===== src/rtl/clock_pkg.sv =====
// clock_pkg
// Shared definitions for the clock/calendar field counters.
//   - Field limit constants for seconds, minutes, hours, day-of-month and month.
//   - Auto-repeat FSM state encoding.
//   - clamp_int: saturate an integer into an inclusive range.
package clock_pkg;

    localparam int SEC_MAX   = 59;
    localparam int MIN_MAX   = 59;
    localparam int HOUR_MAX  = 23;
    localparam int DAY_MIN   = 1;
    localparam int DAY_MAX   = 31;
    localparam int MONTH_MIN = 1;
    localparam int MONTH_MAX = 12;

    typedef enum logic [1:0] {
        RPT_IDLE   = 2'd0,
        RPT_HOLD   = 2'd1,
        RPT_REPEAT = 2'd2
    } rpt_state_t;

    // Limits are compared as int so that a MIN_VAL of 0 never produces an
    // always-false unsigned comparison.
    function automatic int clamp_int(input int v, input int lo, input int hi);
        if (v < lo) return lo;
        if (v > hi) return hi;
        return v;
    endfunction

endpackage


===== src/rtl/time_digit_counter_if.sv =====
// time_digit_counter_if
// Groups the control, data and status signals of one time field counter.
//   master: drives en_1, carry_in, adjust, up, down, load, load_val, max_in;
//           observes value, carry_out, dbg_state.
//   slave : the counter itself.
// Handshake: there is no valid/ready pair; every input is a level sampled on
// each rising clk_1Hz edge, and every output is a registered level (carry_out
// is a one-cycle pulse) valid for the whole cycle after the edge.
interface time_digit_counter_if #(
    parameter int WIDTH = 6
);
    import clock_pkg::*;

    logic             en_1;
    logic             carry_in;
    logic             adjust;
    logic             up;
    logic             down;
    logic             load;
    logic [WIDTH-1:0] load_val;
    logic [WIDTH-1:0] max_in;
    logic [WIDTH-1:0] value;
    logic             carry_out;
    rpt_state_t       dbg_state;

    modport master (
        output en_1, carry_in, adjust, up, down, load, load_val, max_in,
        input  value, carry_out, dbg_state
    );

    modport slave (
        input  en_1, carry_in, adjust, up, down, load, load_val, max_in,
        output value, carry_out, dbg_state
    );

endinterface


===== src/rtl/btn_repeat.sv =====
// btn_repeat
// Button edge detection with hold-to-repeat.
//   clk_1Hz, rst : clock and synchronous active-high reset
//   up, down     : debounced button levels
//   enable       : adjust mode active and no load this cycle
//   step_up/dn   : one-cycle step requests (same edge as the sampled press)
//   state        : current repeat FSM state, for observation
module btn_repeat
    import clock_pkg::*;
#(
    parameter int HOLD_CYC = 4,
    parameter int RATE_CYC = 2
) (
    input  logic       clk_1Hz,
    input  logic       rst,
    input  logic       up,
    input  logic       down,
    input  logic       enable,
    output logic       step_up,
    output logic       step_dn,
    output rpt_state_t state
);

    localparam int CNT_MAX = (HOLD_CYC > RATE_CYC) ? HOLD_CYC : RATE_CYC;
    localparam int CW      = (CNT_MAX > 1) ? $clog2(CNT_MAX) : 1;
    localparam logic [CW-1:0] HOLD_LAST = CW'(HOLD_CYC - 1);
    localparam logic [CW-1:0] RATE_LAST = CW'(RATE_CYC - 1);

    rpt_state_t    state_nxt;
    logic [CW-1:0] cnt, cnt_nxt;
    logic          dir_up, dir_up_nxt;
    logic          up_q, down_q;
    logic          press_up, press_dn, held, cancel, step;

    assign press_up = up & ~up_q & ~down;
    assign press_dn = down & ~down_q & ~up;
    // The latched button alone must still be down to keep the run going.
    assign held     = dir_up ? (up & ~down) : (down & ~up);
    assign cancel   = ~enable | (up & down);

    always_ff @(posedge clk_1Hz) begin
        if (rst) begin
            state  <= RPT_IDLE;
            cnt    <= '0;
            dir_up <= 1'b0;
            up_q   <= 1'b0;
            down_q <= 1'b0;
        end else begin
            state  <= state_nxt;
            cnt    <= cnt_nxt;
            dir_up <= dir_up_nxt;
            up_q   <= up;
            down_q <= down;
        end
    end

    always_comb begin
        state_nxt  = state;
        cnt_nxt    = cnt;
        dir_up_nxt = dir_up;
        if (cancel) begin
            state_nxt = RPT_IDLE;
            cnt_nxt   = '0;
        end else begin
            case (state)
                RPT_IDLE: begin
                    if (press_up | press_dn) begin
                        state_nxt  = RPT_HOLD;
                        cnt_nxt    = '0;
                        dir_up_nxt = press_up;
                    end
                end
                RPT_HOLD: begin
                    if (!held) begin
                        state_nxt = RPT_IDLE;
                        cnt_nxt   = '0;
                    end else if (cnt == HOLD_LAST) begin
                        state_nxt = RPT_REPEAT;
                        cnt_nxt   = '0;
                    end else begin
                        cnt_nxt = cnt + 1'b1;
                    end
                end
                RPT_REPEAT: begin
                    if (!held) begin
                        state_nxt = RPT_IDLE;
                        cnt_nxt   = '0;
                    end else if (cnt == RATE_LAST) begin
                        cnt_nxt = '0;
                    end else begin
                        cnt_nxt = cnt + 1'b1;
                    end
                end
                default: begin
                    state_nxt = RPT_IDLE;
                    cnt_nxt   = '0;
                end
            endcase
        end
    end

    always_comb begin
        step = 1'b0;
        if (!cancel) begin
            case (state)
                RPT_IDLE:   step = press_up | press_dn;
                RPT_HOLD:   step = held & (cnt == HOLD_LAST);
                RPT_REPEAT: step = held & (cnt == RATE_LAST);
                default:    step = 1'b0;
            endcase
        end
        // In IDLE the direction comes from the press itself, later from the latch.
        step_up = step & ((state == RPT_IDLE) ? press_up : dir_up);
        step_dn = step & ((state == RPT_IDLE) ? press_dn : ~dir_up);
    end

endmodule


===== src/rtl/time_digit_counter.sv =====
// time_digit_counter
// Generic clock/calendar field: counts on carry_in, steps from buttons in
// adjust mode, supports a runtime upper limit and parallel load.
//   clk_1Hz, rst : clock and synchronous active-high reset
//   bus          : time_digit_counter_if slave (controls, value, carry_out)
// Per-edge priority: rst > load > clamp to limit > adjust step > count.
module time_digit_counter
    import clock_pkg::*;
#(
    parameter int MIN_VAL  = 0,
    parameter int MAX_VAL  = 59,
    parameter int WIDTH    = 6,
    parameter int RST_VAL  = MIN_VAL,
    parameter int HOLD_CYC = 4,
    parameter int RATE_CYC = 2
) (
    input logic                 clk_1Hz,
    input logic                 rst,
    time_digit_counter_if.slave bus
);

    logic [WIDTH-1:0] value_q;
    logic             carry_q;
    logic             step_up, step_dn;
    int               cur, lim, value_nxt;
    logic             carry_nxt;

    btn_repeat #(
        .HOLD_CYC (HOLD_CYC),
        .RATE_CYC (RATE_CYC)
    ) u_btn (
        .clk_1Hz (clk_1Hz),
        .rst     (rst),
        .up      (bus.up),
        .down    (bus.down),
        .enable  (bus.adjust & ~bus.load),
        .step_up (step_up),
        .step_dn (step_dn),
        .state   (bus.dbg_state)
    );

    assign cur = int'(value_q);
    // A max_in below MIN_VAL collapses the range to the single value MIN_VAL.
    assign lim = clamp_int(int'(bus.max_in), MIN_VAL, MAX_VAL);

    always_comb begin
        value_nxt = cur;
        carry_nxt = 1'b0;
        if (bus.load) begin
            value_nxt = clamp_int(int'(bus.load_val), MIN_VAL, lim);
        end else if (cur > lim) begin
            value_nxt = lim;
        end else if (step_up) begin
            value_nxt = (cur == lim) ? MIN_VAL : cur + 1;
        end else if (step_dn) begin
            value_nxt = (cur == MIN_VAL) ? lim : cur - 1;
        end else if (bus.en_1 & bus.carry_in & ~bus.adjust) begin
            if (cur == lim) begin
                value_nxt = MIN_VAL;
                carry_nxt = 1'b1;
            end else begin
                value_nxt = cur + 1;
            end
        end
    end

    always_ff @(posedge clk_1Hz) begin
        if (rst) begin
            value_q <= WIDTH'(RST_VAL);
            carry_q <= 1'b0;
        end else begin
            value_q <= WIDTH'(value_nxt);
            carry_q <= carry_nxt;
        end
    end

    assign bus.value     = value_q;
    assign bus.carry_out = carry_q;

endmodule


===== src/flat_wrapper.sv =====
// flat-port wrapper written by rule: the top's interface ports become plain ports
module time_digit_counter_flat import clock_pkg::*;
#(
    parameter int MIN_VAL  = 0,
    parameter int MAX_VAL  = 59,
    parameter int WIDTH    = 6,
    parameter int RST_VAL  = MIN_VAL,
    parameter int HOLD_CYC = 4,
    parameter int RATE_CYC = 2
)
  (clk_1Hz, rst, bus_en_1, bus_carry_in, bus_adjust, bus_up, bus_down, bus_load, bus_load_val, bus_max_in, bus_value, bus_carry_out, bus_dbg_state);
  time_digit_counter_if #(.WIDTH(WIDTH)) bus_i ();
  input logic clk_1Hz;
  input logic rst;
  input wire logic [$bits(bus_i.en_1)-1:0] bus_en_1;
  input wire logic [$bits(bus_i.carry_in)-1:0] bus_carry_in;
  input wire logic [$bits(bus_i.adjust)-1:0] bus_adjust;
  input wire logic [$bits(bus_i.up)-1:0] bus_up;
  input wire logic [$bits(bus_i.down)-1:0] bus_down;
  input wire logic [$bits(bus_i.load)-1:0] bus_load;
  input wire logic [$bits(bus_i.load_val)-1:0] bus_load_val;
  input wire logic [$bits(bus_i.max_in)-1:0] bus_max_in;
  output wire logic [$bits(bus_i.value)-1:0] bus_value;
  output wire logic [$bits(bus_i.carry_out)-1:0] bus_carry_out;
  output wire logic [$bits(bus_i.dbg_state)-1:0] bus_dbg_state;
  assign bus_i.en_1 = bus_en_1;
  assign bus_i.carry_in = bus_carry_in;
  assign bus_i.adjust = bus_adjust;
  assign bus_i.up = bus_up;
  assign bus_i.down = bus_down;
  assign bus_i.load = bus_load;
  assign bus_i.load_val = bus_load_val;
  assign bus_i.max_in = bus_max_in;
  assign bus_value = bus_i.value;
  assign bus_carry_out = bus_i.carry_out;
  assign bus_dbg_state = bus_i.dbg_state;
  time_digit_counter #(.MIN_VAL(MIN_VAL), .MAX_VAL(MAX_VAL), .WIDTH(WIDTH), .RST_VAL(RST_VAL), .HOLD_CYC(HOLD_CYC), .RATE_CYC(RATE_CYC)) u_core (.clk_1Hz(clk_1Hz), .rst(rst), .bus(bus_i));
endmodule

===== config.mk =====
export PLATFORM = sky130hd
export DESIGN_NAME = time_digit_counter_flat
export DESIGN_NICKNAME = d
export VERILOG_FILES = /design/src/rtl/clock_pkg.sv /design/src/rtl/time_digit_counter_if.sv /design/src/rtl/btn_repeat.sv /design/src/rtl/time_digit_counter.sv /design/src/flat_wrapper.sv
export SDC_FILE = /design/constraint.sdc
export NUM_CORES = 1
export LEC_CHECK = 0
export BUFFER_PORTS_ARGS = -buffer_cell sky130_fd_sc_hd__clkbuf_2
export CELL_PAD_IN_SITES_DETAIL_PLACEMENT = 0
export CELL_PAD_IN_SITES_GLOBAL_PLACEMENT = 1
export CORE_MARGIN = 5
export CORE_UTILIZATION = 45
export CTS_CLUSTER_SIZE = 30
export DETAILED_ROUTE_END_ITERATION = 6
export GPL_TIMING_DRIVEN = 1
export MAX_ROUTING_LAYER = met4
export PLACE_DENSITY = 0.91
export REMOVE_ABC_BUFFERS = 1
export SLEW_MARGIN = 20
export SYNTH_ARGS = -nofsm -noshare
export SYNTH_HDL_FRONTEND = slang
export SYNTH_SLANG_ARGS = --single-unit

===== constraint.sdc =====
create_clock -name clk_1Hz -period 7.9 [get_ports clk_1Hz]
set_input_delay 1.975 -clock clk_1Hz [delete_from_list [all_inputs] [get_ports clk_1Hz]]
set_output_delay 1.975 -clock clk_1Hz [all_outputs]
set_load 0.01 [all_outputs]

# Word-level counts from Yosys, hierarchy flattened
# Index checks and enable logic that the tools add are counted.
# classes
n_addsub	3
order_cmp	3
n_eq_ne	8
muxes	31
n_bitwise	26
n_reduce_logical	7
# op_table
op	n
two-way mux 6 bit	11
zero test 32 bit	1
two-way mux 2 bit	9
AND 1 bit	14
> comparator 6 bit	2
one-hot mux 2 bit (3 select lines)	2
inverter 1 bit	10
two-way mux 1 bit	8
adder 6 x 1 -> 6 bit, second input constant	1
== test 6 bit	1
> comparator 6 bit, second input constant	1
AND reduction 3 bit	2
OR reduction 6 bit	1
subtractor 6 x 1 -> 6 bit, second input constant	1
nonzero test 5 bit	1
== test 2 x 1 -> 1 bit, second input constant	2
== test 2 bit, second input constant	2
!= test 2 bit, second input constant	2
!= test 3 bit, second input constant	1
one-hot mux 1 bit (3 select lines)	1
adder 2 x 1 -> 2 bit, second input constant	1
zero test 2 bit	1
OR 1 bit	2
OR reduction 2 bit	1
# totals
reg_bits	14
inputBits	20
out_inout_bits	9
elab_cells	85

# Logic depth before layout (Yosys ltp)
# Gate-level depths: netlist of run 1.
# depth
ltp_word	11
ltp_mapped	11
mapped_depth_nobuf	10

# Hierarchy
# From an unflattened synthesis of run 1, not the netlist that was laid out.
# hier_totals
cells_unflattened	215
hier_area_um2	1714.1
# modules_own_cells
mod	instances	cells_each	area_each_um2	seq_area_each_um2
time_digit_counter	1	151	1171.1	140.1
btn_repeat	1	64	543.0	140.1

# Worst setup path before layout of run 1
# No wires, ideal clock.
# synth_path
path_kind	in2reg
startpoint	input bus_max_in[4]
endpoint	register u_core.value_q[0], in the netlist u_core.bus.value[0]
t_arrival_ns	4.320
required_time_ns	7.784
path_slack_ns	3.464
path_stages	10
n_path_buf	1
path_cell_list	buf_2 inv_1 o31ai_1 ha_1 and4_1 a311o_1 o22ai_2 mux2i_1 nand2_1 a41o_1
# synth_between
elab_chain_len	10
word_cells_on_any_way	19
# synth_rtl
item	line	rtl
start: declaration	flat_wrapper.sv:22	input wire logic [$bits(bus_i.max_in)-1:0] bus_max_in;
> comparator 6 bit	clock_pkg.sv:26	if (v > hi) return hi;
two-way mux 6 bit / two-way mux 1 bit (equally long branches)	clock_pkg.sv:26	
two-way mux 6 bit *	clock_pkg.sv:27	return v;
parallel branches: the longest is 7 deep, another holds > comparator 6 bit	-	
end signal: assignment	time_digit_counter.sv:69	value_q <= WIDTH'(RST_VAL);
end signal: assignment	time_digit_counter.sv:72	value_q <= WIDTH'(value_nxt);
end: declaration	time_digit_counter.sv:22	logic [WIDTH-1:0] value_q;
# Mark *: on every way between the ends. The select of a mux whose other input is x is not followed.
# A chain may end at the register's enable or synchronous reset.

# Final worst setup path of run 1
# layout_path
startpoint	input bus_max_in[4]
endpoint	register u_core.value_q[3], in the netlist u_core.bus.value[3]
# Same word-level chain as after synthesis.

==> flow_summary.ini, run 1 <==
[clock_tree]
path_clk_slew_ps = 60
cts_root_buf = clkbuf_8
cts_tree = yes
clock_tree.buffer_depth = 2
cts_buffers = 3
cts.repair.resized = 0
h-tree-depth = 1
cts.sinks = 14
cts_hold_buffers = 0
post-cts-setup-buffer-count = 0
insertion_delay_ps = 240

[global_route]
grt_pass1_wl_um = 7369
antenna_found_initial = 0
grt_pass1_vias = 1625
grt_max_degree = 14
grt_overflow = 0
grtUsageTotal = 0.1828

[timing]
setup_violations = 0
setup_tns_ps = 0
max_freq_ghz = 0.2222
fin_worst_skew_ps = 0.8910
rsz0062_at_grt = no
slew_viol_final = 0
max_slew_margin = 0.5827
period_minus_slack_ps = 4501
hold_viol_final = 0
fin_crit_sh = 0.5698
tightest_slew_ps = 620.7

[hold_path]
hold_depth = 2
min_from = u_core.u_btn.state[1]
min_to = u_core.u_btn.state[1]
hold_path_class = reg -> reg

[critical_path]
start_kind = primary input
r2r_end = u_core.bus.value[0]
critPathRequiredTime_ps = 8020
worstPathMaxFanout = 8
crit-reg2reg-launch = u_core.bus.value[0]
critPathKind = in -> reg
reg2reg_setup_slack_ps = 5330
crit_arrival_ps = 4630
critPathCaptureType = register
r2r_cells = 8

[logic_synthesis]
yosys_register_bits = 14
synth_cell_types = 58
yosys-top-cells-area = dfxtp_1, ha_1, inv_1, nor2_1, mux2i_1
async_reset_ff_frac = 0
synth_edf_count = 0
synth_flop_cell = dfxtp_1
synth_area_leader_cell = dfxtp_1
yosysSeqAreaShare = 0.1674
synth_warnings = 0
netlist_instances = 207
syn_area_um2 = 1674
syn_avg_cell_area_um2 = 8.087
synth_top_area_frac = 0.1674

[pwr]
p_per_area_nw_per_um2 = 154.1
ir_drop_mv = 0.08058
p_leak_nw = 0.8513

[die]
io_pins = 29
fp.dieW_um = 71.00
design.core.area_um2 = 3633
start_util = 0.4607
die_h_um = 71.00
dieArea_um2 = 5040
fp-row-count = 22

[route]
dr_wl_met3_um = 192
viasPerCell = 5.737
drt_iter0_markers = 56
drt-met1-wl_um = 1892
drt-pass1-iter-count = 4
final_antenna_net_count = 0
wl_met2_um = 2004
wl_per_cell_um = 14.66
num_vias = 1612
drc = 0
totalWireLength_um = 4119
highest_layer = met4

[status]
status = completed

[cells_and_area]
fillCellCount = 391
final_layout_size_suffix_gt1_frac = 0.1803
antenna_cells = 0
area_growth_syn_to_layout_pct = 13.08
final_cell_mix = clkbuf_2, inv_1, nor2_1, ha_1, dfxtp_1
finalInstanceArea_um2 = 1893
regArea_um2 = 280.3
layout.nets = 274
layout_commonest_cell = clkbuf_2
multi_input_area_um2 = 1275

[placed_design]
dpl_cell_area_um2 = 1838
gp_congestion = 0.9046
portBuffers = 28
dp_hpwl_um = 3333

[run]
cap_violations = 0
[cell usage after synthesis, types with 2 or more instances]
master,number
nor2b_1,7
a221oi_1,2
xnor2_1,5
a22oi_1,2
nor4_1,3
a211o_1,2
ha_1,20
o211ai_1,2
o32a_1,3
a21oi_1,10
buf_2,2
clkbuf_1,2
o21ai_0,4
nor3_4,2
and4_1,2
nand2b_1,2
or3_1,4
nand2_1,11
xor2_1,3
or3b_1,2
a311o_1,2
nand3b_1,3
a41o_1,2
and3_1,3
mux2_2,2
a31oi_1,2
nand3_1,4
o31ai_1,4
inv_1,22
mux2i_1,7
nor3_1,7
nor2_1,20
dfxtp_1,14
[sequential cells by signal, summed over array words and instances, names as in the netlist]
name	flops
u_core.u_btn.down_q	1
u_core.u_btn.cnt	2
u_core.u_btn.state	2
u_core.u_btn.dir_up	1
u_core.bus.value	6
u_core.u_btn.up_q	1
u_core.bus.carry_out	1
[area by class of cell]
class	count	area share
Inverter	22	0.04362
Clock buffer	4	0.02908
Sequential cell	14	0.1480
Timing Repair Buffer	28	0.07402
Tap cell	48	0.03172
Multi-Input combinational cell	165	0.6735
[worst max-delay path: stages]
cell and delay (ps):
clkbuf_2 180, inv_1 110, o31ai_1 570, ha_1 360
and4_1 200, a311o_1 320, o22ai_2 370, mux2i_1 300
o32a_1 160, o21ai_0 70
[worst max path at each step]
stage	startpoint	to
floorplan	bus_max_in[5]	u_core.bus.value[0]
global placement	bus_max_in[4]	u_core.bus.value[5]
detailed placement	bus_max_in[4]	u_core.bus.value[5]
CTS	bus_max_in[4]	u_core.bus.value[5]
global route	bus_max_in[4]	u_core.bus.value[3]
finish	bus_max_in[4]	u_core.bus.value[3]
[power breakdown]
group          internal (W)  switching, W
logic             0.0000584     0.0000718
clock network     0.0000441     0.0000248
registers         0.0000770     0.0000157
total              0.000179      0.000112
[logic make-up (layout without fill, tap and decap cells)]
group	after synthesis	after routing	synth area share
xor+xnor	8	8	0.04186
fa+ha+maj	20	20	0.1495
buf+inv	28	54	0.07101
simple gates	77	77	0.2594
flops	14	14	0.1674
compound gates	50	50	0.2422
mux	10	10	0.06876
[metal layers]
metal,track usage,vias up
li1,-,815
met1,0.2243,744
met2,0.3172,51
met3,0.01989,2
met4,0.04802,0
met5,-,-
[per-stage QoR]
step	total power (W)	setup WS, ps	instances	hold WS (ps)	util
2_1_floorplan	0.0001849	3655	201	511.7	-
4_1_cts	0.0002930	3422	281	558.0	0.5210
5_1_grt	0.0003146	3139	281	601.9	0.5210
3_5_place_dp	0.0002232	3172	277	547.2	0.5059
6_report	0.0002917	3399	281	552.7	0.5210
3_3_place_gp	0.0002230	3202	277	539.7	0.5059
Note: power is estimated with default switching activity, not from simulation.
==> inputs of run 2 (changes only) <==
--- a/config.mk
+++ b/config.mk
@@ -9,12 +9,12 @@
 export CELL_PAD_IN_SITES_DETAIL_PLACEMENT = 0
 export CELL_PAD_IN_SITES_GLOBAL_PLACEMENT = 1
 export CORE_MARGIN = 5
-export CORE_UTILIZATION = 45
+export CORE_UTILIZATION = 38
 export CTS_CLUSTER_SIZE = 30
 export DETAILED_ROUTE_END_ITERATION = 6
 export GPL_TIMING_DRIVEN = 1
 export MAX_ROUTING_LAYER = met4
-export PLACE_DENSITY = 0.91
+export PLACE_DENSITY = 0.82
 export REMOVE_ABC_BUFFERS = 1
 export SLEW_MARGIN = 20
 export SYNTH_ARGS = -nofsm -noshare
==> constraint.sdc (replaced) <==
create_clock -name clk_1Hz -period 3.8 [get_ports clk_1Hz]
set_input_delay 0.95 -clock clk_1Hz [delete_from_list [all_inputs] [get_ports clk_1Hz]]
set_output_delay 0.95 -clock clk_1Hz [all_outputs]
set_load 0.01 [all_outputs]
==> run 2 against run 1 <==
Against the previous run: combinational power up 110%; wire length up 5.6%; via count fell by 0.68%.
==> flow_summary.ini, run 2 (synthesis gave the netlist of run 1 again) <==
[status]
status = completed

[clock_tree]
cts_hold_buffers = 0
path_clk_slew_ps = 60
post-cts-setup-buffer-count = 0
h-tree-depth = 1
insertion_delay_ps = 250
cts_buffers = 3
cts.sinks = 14
clock_tree.buffer_depth = 2
cts_root_buf = clkbuf_8
cts_tree = yes
cts.repair.resized = 0

[timing]
fin_worst_skew_ps = 3.888
setup_violations = 0
rsz0062_at_grt = no
fin_crit_sh = 0.8548
max_freq_ghz = 0.3078
period_minus_slack_ps = 3248
hold_viol_final = 0
whs_ps = 542.4
tightest_slew_ps = 458.2
setup_tns_ps = 0
slew_viol_final = 0
max_slew_margin = 0.6945

[global_route]
antenna_found_initial = 0
grtUsageTotal = 0.1518
grt_overflow = 0
grt_pass1_wl_um = 7369
grt_max_degree = 14
grt_pass1_vias = 1552

[critical_path]
r2r_end = u_core.bus.value[0]
critPathRequiredTime_ps = 3940
critPathKind = in -> reg
crit-reg2reg-launch = u_core.bus.value[0]
cp_top_family = compound AO/OA/AOI/OAI gates
crit_arrival_ps = 3390
cp_num_buf_inv = 2
slowest_stage = o22ai_2
reg2reg_setup_slack_ps = 1250
worstPathMaxFanout = 8
critPathCaptureType = register
r2r_cells = 8
start_kind = primary input
worstPathCellList = clkbuf_2, inv_1, o31ai_1, ha_1, and4_1, a311o_1, o22ai_2, mux2i_1, nand2_1, a41o_1
worst_path_largest_cell_delay_ps = 400

[route]
num_vias = 1601
final_antenna_net_count = 0
totalWireLength_um = 4351
drc = 0
drt_iter0_markers = 36
wl_per_cell_um = 15.16
drt-pass1-iter-count = 4
viasPerCell = 5.578

[placed_design]
portBuffers = 28
dpl_cell_area_um2 = 1858
gp_congestion = 0.8693
dp_hpwl_um = 3454

[cells_and_area]
fillCellCount = 457
final_cell_mix = clkbuf_2, inv_1, nor2_1, ha_1, dfxtp_1
layout_commonest_cell = clkbuf_2
layout.nets = 276
area_growth_syn_to_layout_pct = 14.27
finalInstanceArea_um2 = 1913
antenna_cells = 0
final_layout_size_suffix_gt1_frac = 0.1872
largest_reg_flops = 6

[pwr]
p_leak_nw = 0.8613
ir_drop_mv = 0.1544
p_per_area_nw_per_um2 = 322.7

[die]
dieArea_um2 = 5833
start_util = 0.3872
io_pins = 29
fp.dieW_um = 76.38
die_h_um = 76.38
fp-row-count = 24
design.core.area_um2 = 4324

[hold_path]
min_to = u_core.u_btn.cnt[1]
min_from = u_core.u_btn.cnt[1]
hold_depth = 2
hold_path_class = reg -> reg

[run]
cap_violations = 0
run 2: cell count changes in the layout (fill, tap and decap cells not counted), sizes merged:
cell / delta
buf: +2
run 2: how the worst max path moves through the flow:
stage,start,end,depth (start not counted),slack [ps]
final,bus_max_in[4],u_core.bus.value[0],10,550
after global routing,bus_max_in[4],u_core.bus.value[2],11,340
after CTS,bus_max_in[4],u_core.bus.value[0],11,560
after detailed placement,bus_max_in[4],u_core.bus.value[0],11,290
after global placement,bus_max_in[4],u_core.bus.value[0],11,290
after floorplan,bus_max_in[5],u_core.bus.value[0],9,580
run 2: final cells by class:
cell class | instances | area, um2 | area share
multi-input combinational | 165 | 1275 | 0.6664
sequential | 14 | 280.3 | 0.1465
timing repair buffer | 30 | 155.1 | 0.08110
inverter | 22 | 82.58 | 0.04317
tap | 52 | 65.06 | 0.03401
clock buffer | 4 | 55.05 | 0.02878
run 2: per-stage QoR:
stage	power (W)	utilization	instances	worst slack [ps]
2_1_floorplan	0.0003843	-	201	580.4
3_3_place_gp	0.0004726	0.4297	283	289.7
3_5_place_dp	0.0004726	0.4297	283	287.5
4_1_cts	0.0006208	0.4424	287	558.0
5_1_grt	0.0006639	0.4424	287	335.1
6_report	0.0006174	0.4424	287	551.6
run 2: report_power, final:
part | leakage [nW] | internal [W] | switching (W)
Sequential | 0.115 | 0.000160 | 0.0000345
Combinational | 0.718 | 0.000125 | 0.000152
Clock | 0.0288 | 0.0000918 | 0.0000542
run 2: worst reg2reg max path: cells and delay by family, from the launching register on:
kind | cells | cell delay (ps)
buffers and inverters | 1 | 190
adder cells (fa/ha/maj) | 1 | 320
AND/OR/NAND/NOR | 3 | 780
flip-flops | 1 | 510
AO/OA/AOI/OAI | 3 | 650
run 2: per-layer routing:
layer  wire length (um)  vias to the layer above  global-route usage
met5                  0                        -                   -
li1                   -                      820                   -
met3                179                        4             0.02246
met2               2066                       38              0.2500
met4                 45                        0             0.03671
met1               2059                      739              0.1951
==> inputs of run 3 (changes only) <==
--- a/config.mk
+++ b/config.mk
@@ -14,7 +14,7 @@
 export DETAILED_ROUTE_END_ITERATION = 6
 export GPL_TIMING_DRIVEN = 1
 export MAX_ROUTING_LAYER = met4
-export PLACE_DENSITY = 0.82
+export PLACE_DENSITY_LB_ADDON = 0.1
 export REMOVE_ABC_BUFFERS = 1
 export SLEW_MARGIN = 20
 export SYNTH_ARGS = -nofsm -noshare
==> run 3 against run 2 <==
Against the previous run: clock power fell by 18%; clock skew fell by 0.54 ps; count of clock-buffer cells in the layout fell by 1; sequential share of layout area rose by 0.11 points; final cell count fell by 0.35%; non-clock buffer count did not move; combinational power fell by 1%; global-route usage rose by 1.6 points; die area did not move; core utilization fell by 0.32 points; via count fell by 0.44%; largest cell class unchanged; highest routed layer unchanged.
==> flow_summary.ini, run 3 (synthesis gave the netlist of run 1 again) <==
[status]
status = completed

[pwr]
power.internal_w = 0.0003529
p_leak_nw = 0.8537
switchingPower_w = 0.0002342
clkPwrFrac = 0.204
ir_drop_mv = 0.1435
p_per_area_nw_per_um2 = 309.1
swShare = 0.3990
power_frac_comb = 0.466
seqPwrFrac = 0.330

[timing]
period_minus_slack_ps = 3370
setup_violations = 0
whs_ps = 548.7
tightest_slew_ps = 521.4
hold_viol_final = 0
rsz0062_at_grt = no
max_slew_margin = 0.6513
fin_crit_sh = 0.8869
max_freq_ghz = 0.2967
setup_tns_ps = 0
fin_worst_skew_ps = 3.347
slew_viol_final = 0

[clock_tree]
cts_buffers = 3
cts_root_buf = clkbuf_8
cts.repair.resized = 0
insertion_delay_ps = 240
cts_hold_buffers = 0
post-cts-setup-buffer-count = 0
cts_tree = yes
h-tree-depth = 1
cts.sinks = 14
path_clk_slew_ps = 60
clock_tree.buffer_depth = 2

[placed_design]
gp_congestion = 0.8885
dp_hpwl_um = 3744
portBuffers = 28

[cells_and_area]
regArea_um2 = 280.3
layout_commonest_cell = clkbuf_2
fillCellCount = 454
antenna_cells = 0
largest_reg_flops = 6
multi_input_area_um2 = 1275
area_growth_syn_to_layout_pct = 13.45
layout.nets = 276
final_layout_size_suffix_gt1_frac = 0.1838
final_cell_mix = clkbuf_2, inv_1, nor2_1, ha_1, dfxtp_1

[critical_path]
worstPathMaxFanout = 10
critPathRequiredTime_ps = 3940
critPathKind = in -> reg
start_kind = primary input
r2r_cells = 8
crit_arrival_ps = 3510
critPathCaptureType = register

[die]
start_util = 0.3872
dieArea_um2 = 5833
fp.dieW_um = 76.38
io_pins = 29
fp-row-count = 24
die_h_um = 76.38
design.core.area_um2 = 4324

[route]
final_antenna_net_count = 0
drt_iter0_markers = 54
drt-pass1-iter-count = 4
totalWireLength_um = 4620
wl_per_cell_um = 16.15
num_vias = 1594
drc = 0
viasPerCell = 5.573

[global_route]
grtUsageTotal = 0.1675
grt_max_degree = 14
antenna_found_initial = 0
grt_pass1_wl_um = 7824
grt_overflow = 0
grt_pass1_vias = 1596

[hold_path]
hold_depth = 2
hold_path_class = reg -> reg

[run]
cap_violations = 0
[run 3: final timing paths]
kind,start,endpoint,slack [ps]
worst max-delay path,bus_max_in[4],u_core.bus.value[0],430
worst min-delay path,u_core.u_btn.cnt[1],u_core.u_btn.cnt[1],550
worst max register to register,u_core.bus.value[0],u_core.bus.value[0],1190
worst min register to register,u_core.u_btn.cnt[1],u_core.u_btn.cnt[1],550
[run 3: layout make-up]
type                            instances  share of cell area
Tap cell                               52             0.03426
Inverter                               22             0.04348
Clock buffer                            3             0.02174
Timing Repair Buffer                   30             0.08169
Sequential cell                        14              0.1476
Multi-Input combinational cell        165              0.6713
[run 3: metal layers]
| metal | global-route usage | wire (um) | vias up |
|---|---|---|---|
| met2 | 0.2757 | 2394 | 27 |
| met1 | 0.2070 | 2020 | 739 |
| met3 | 0.01300 | 88 | 8 |
| li1 | - | - | 820 |
| met4 | 0.07867 | 116 | 0 |
| met5 | - | 0 | - |
[run 3: power groups by stage]
stage / logic, W / registers, W / clock network [W]
4_1_cts: 0.000275 / 0.000194 / 0.000130
5_1_grt: 0.000311 / 0.000197 / 0.000132
6_report: 0.000273 / 0.000194 / 0.000120
3_5_place_dp: 0.000274 / 0.000196 / 0
3_3_place_gp: 0.000272 / 0.000197 / 0
2_1_floorplan: 0.000194 / 0.000190 / 0
[run 3: worst max-delay path, stage by stage]
cell and delay, ps:
clkbuf_2 200, inv_1 110, o31ai_1 340, buf_4 210, ha_1 160, nand3_1 110, nor3_4 330, a31oi_2 190
or2_2 390, a211o_1 300, a41o_1 220
[run 3: through the flow]
step / std cells / total power (W) / area [um2] / util / setup slack, ps
after floorplan: 201 / 0.0003843 / 1638 / - / 580.4
after global placement: 283 / 0.0004691 / 1858 / 0.4297 / 243.3
after detailed placement: 283 / 0.0004698 / 1858 / 0.4297 / 143.3
after CTS: 286 / 0.0005983 / 1899 / 0.4392 / 428.9
after global routing: 286 / 0.0006401 / 1899 / 0.4392 / 200.7
final: 286 / 0.0005871 / 1899 / 0.4392 / 430.0
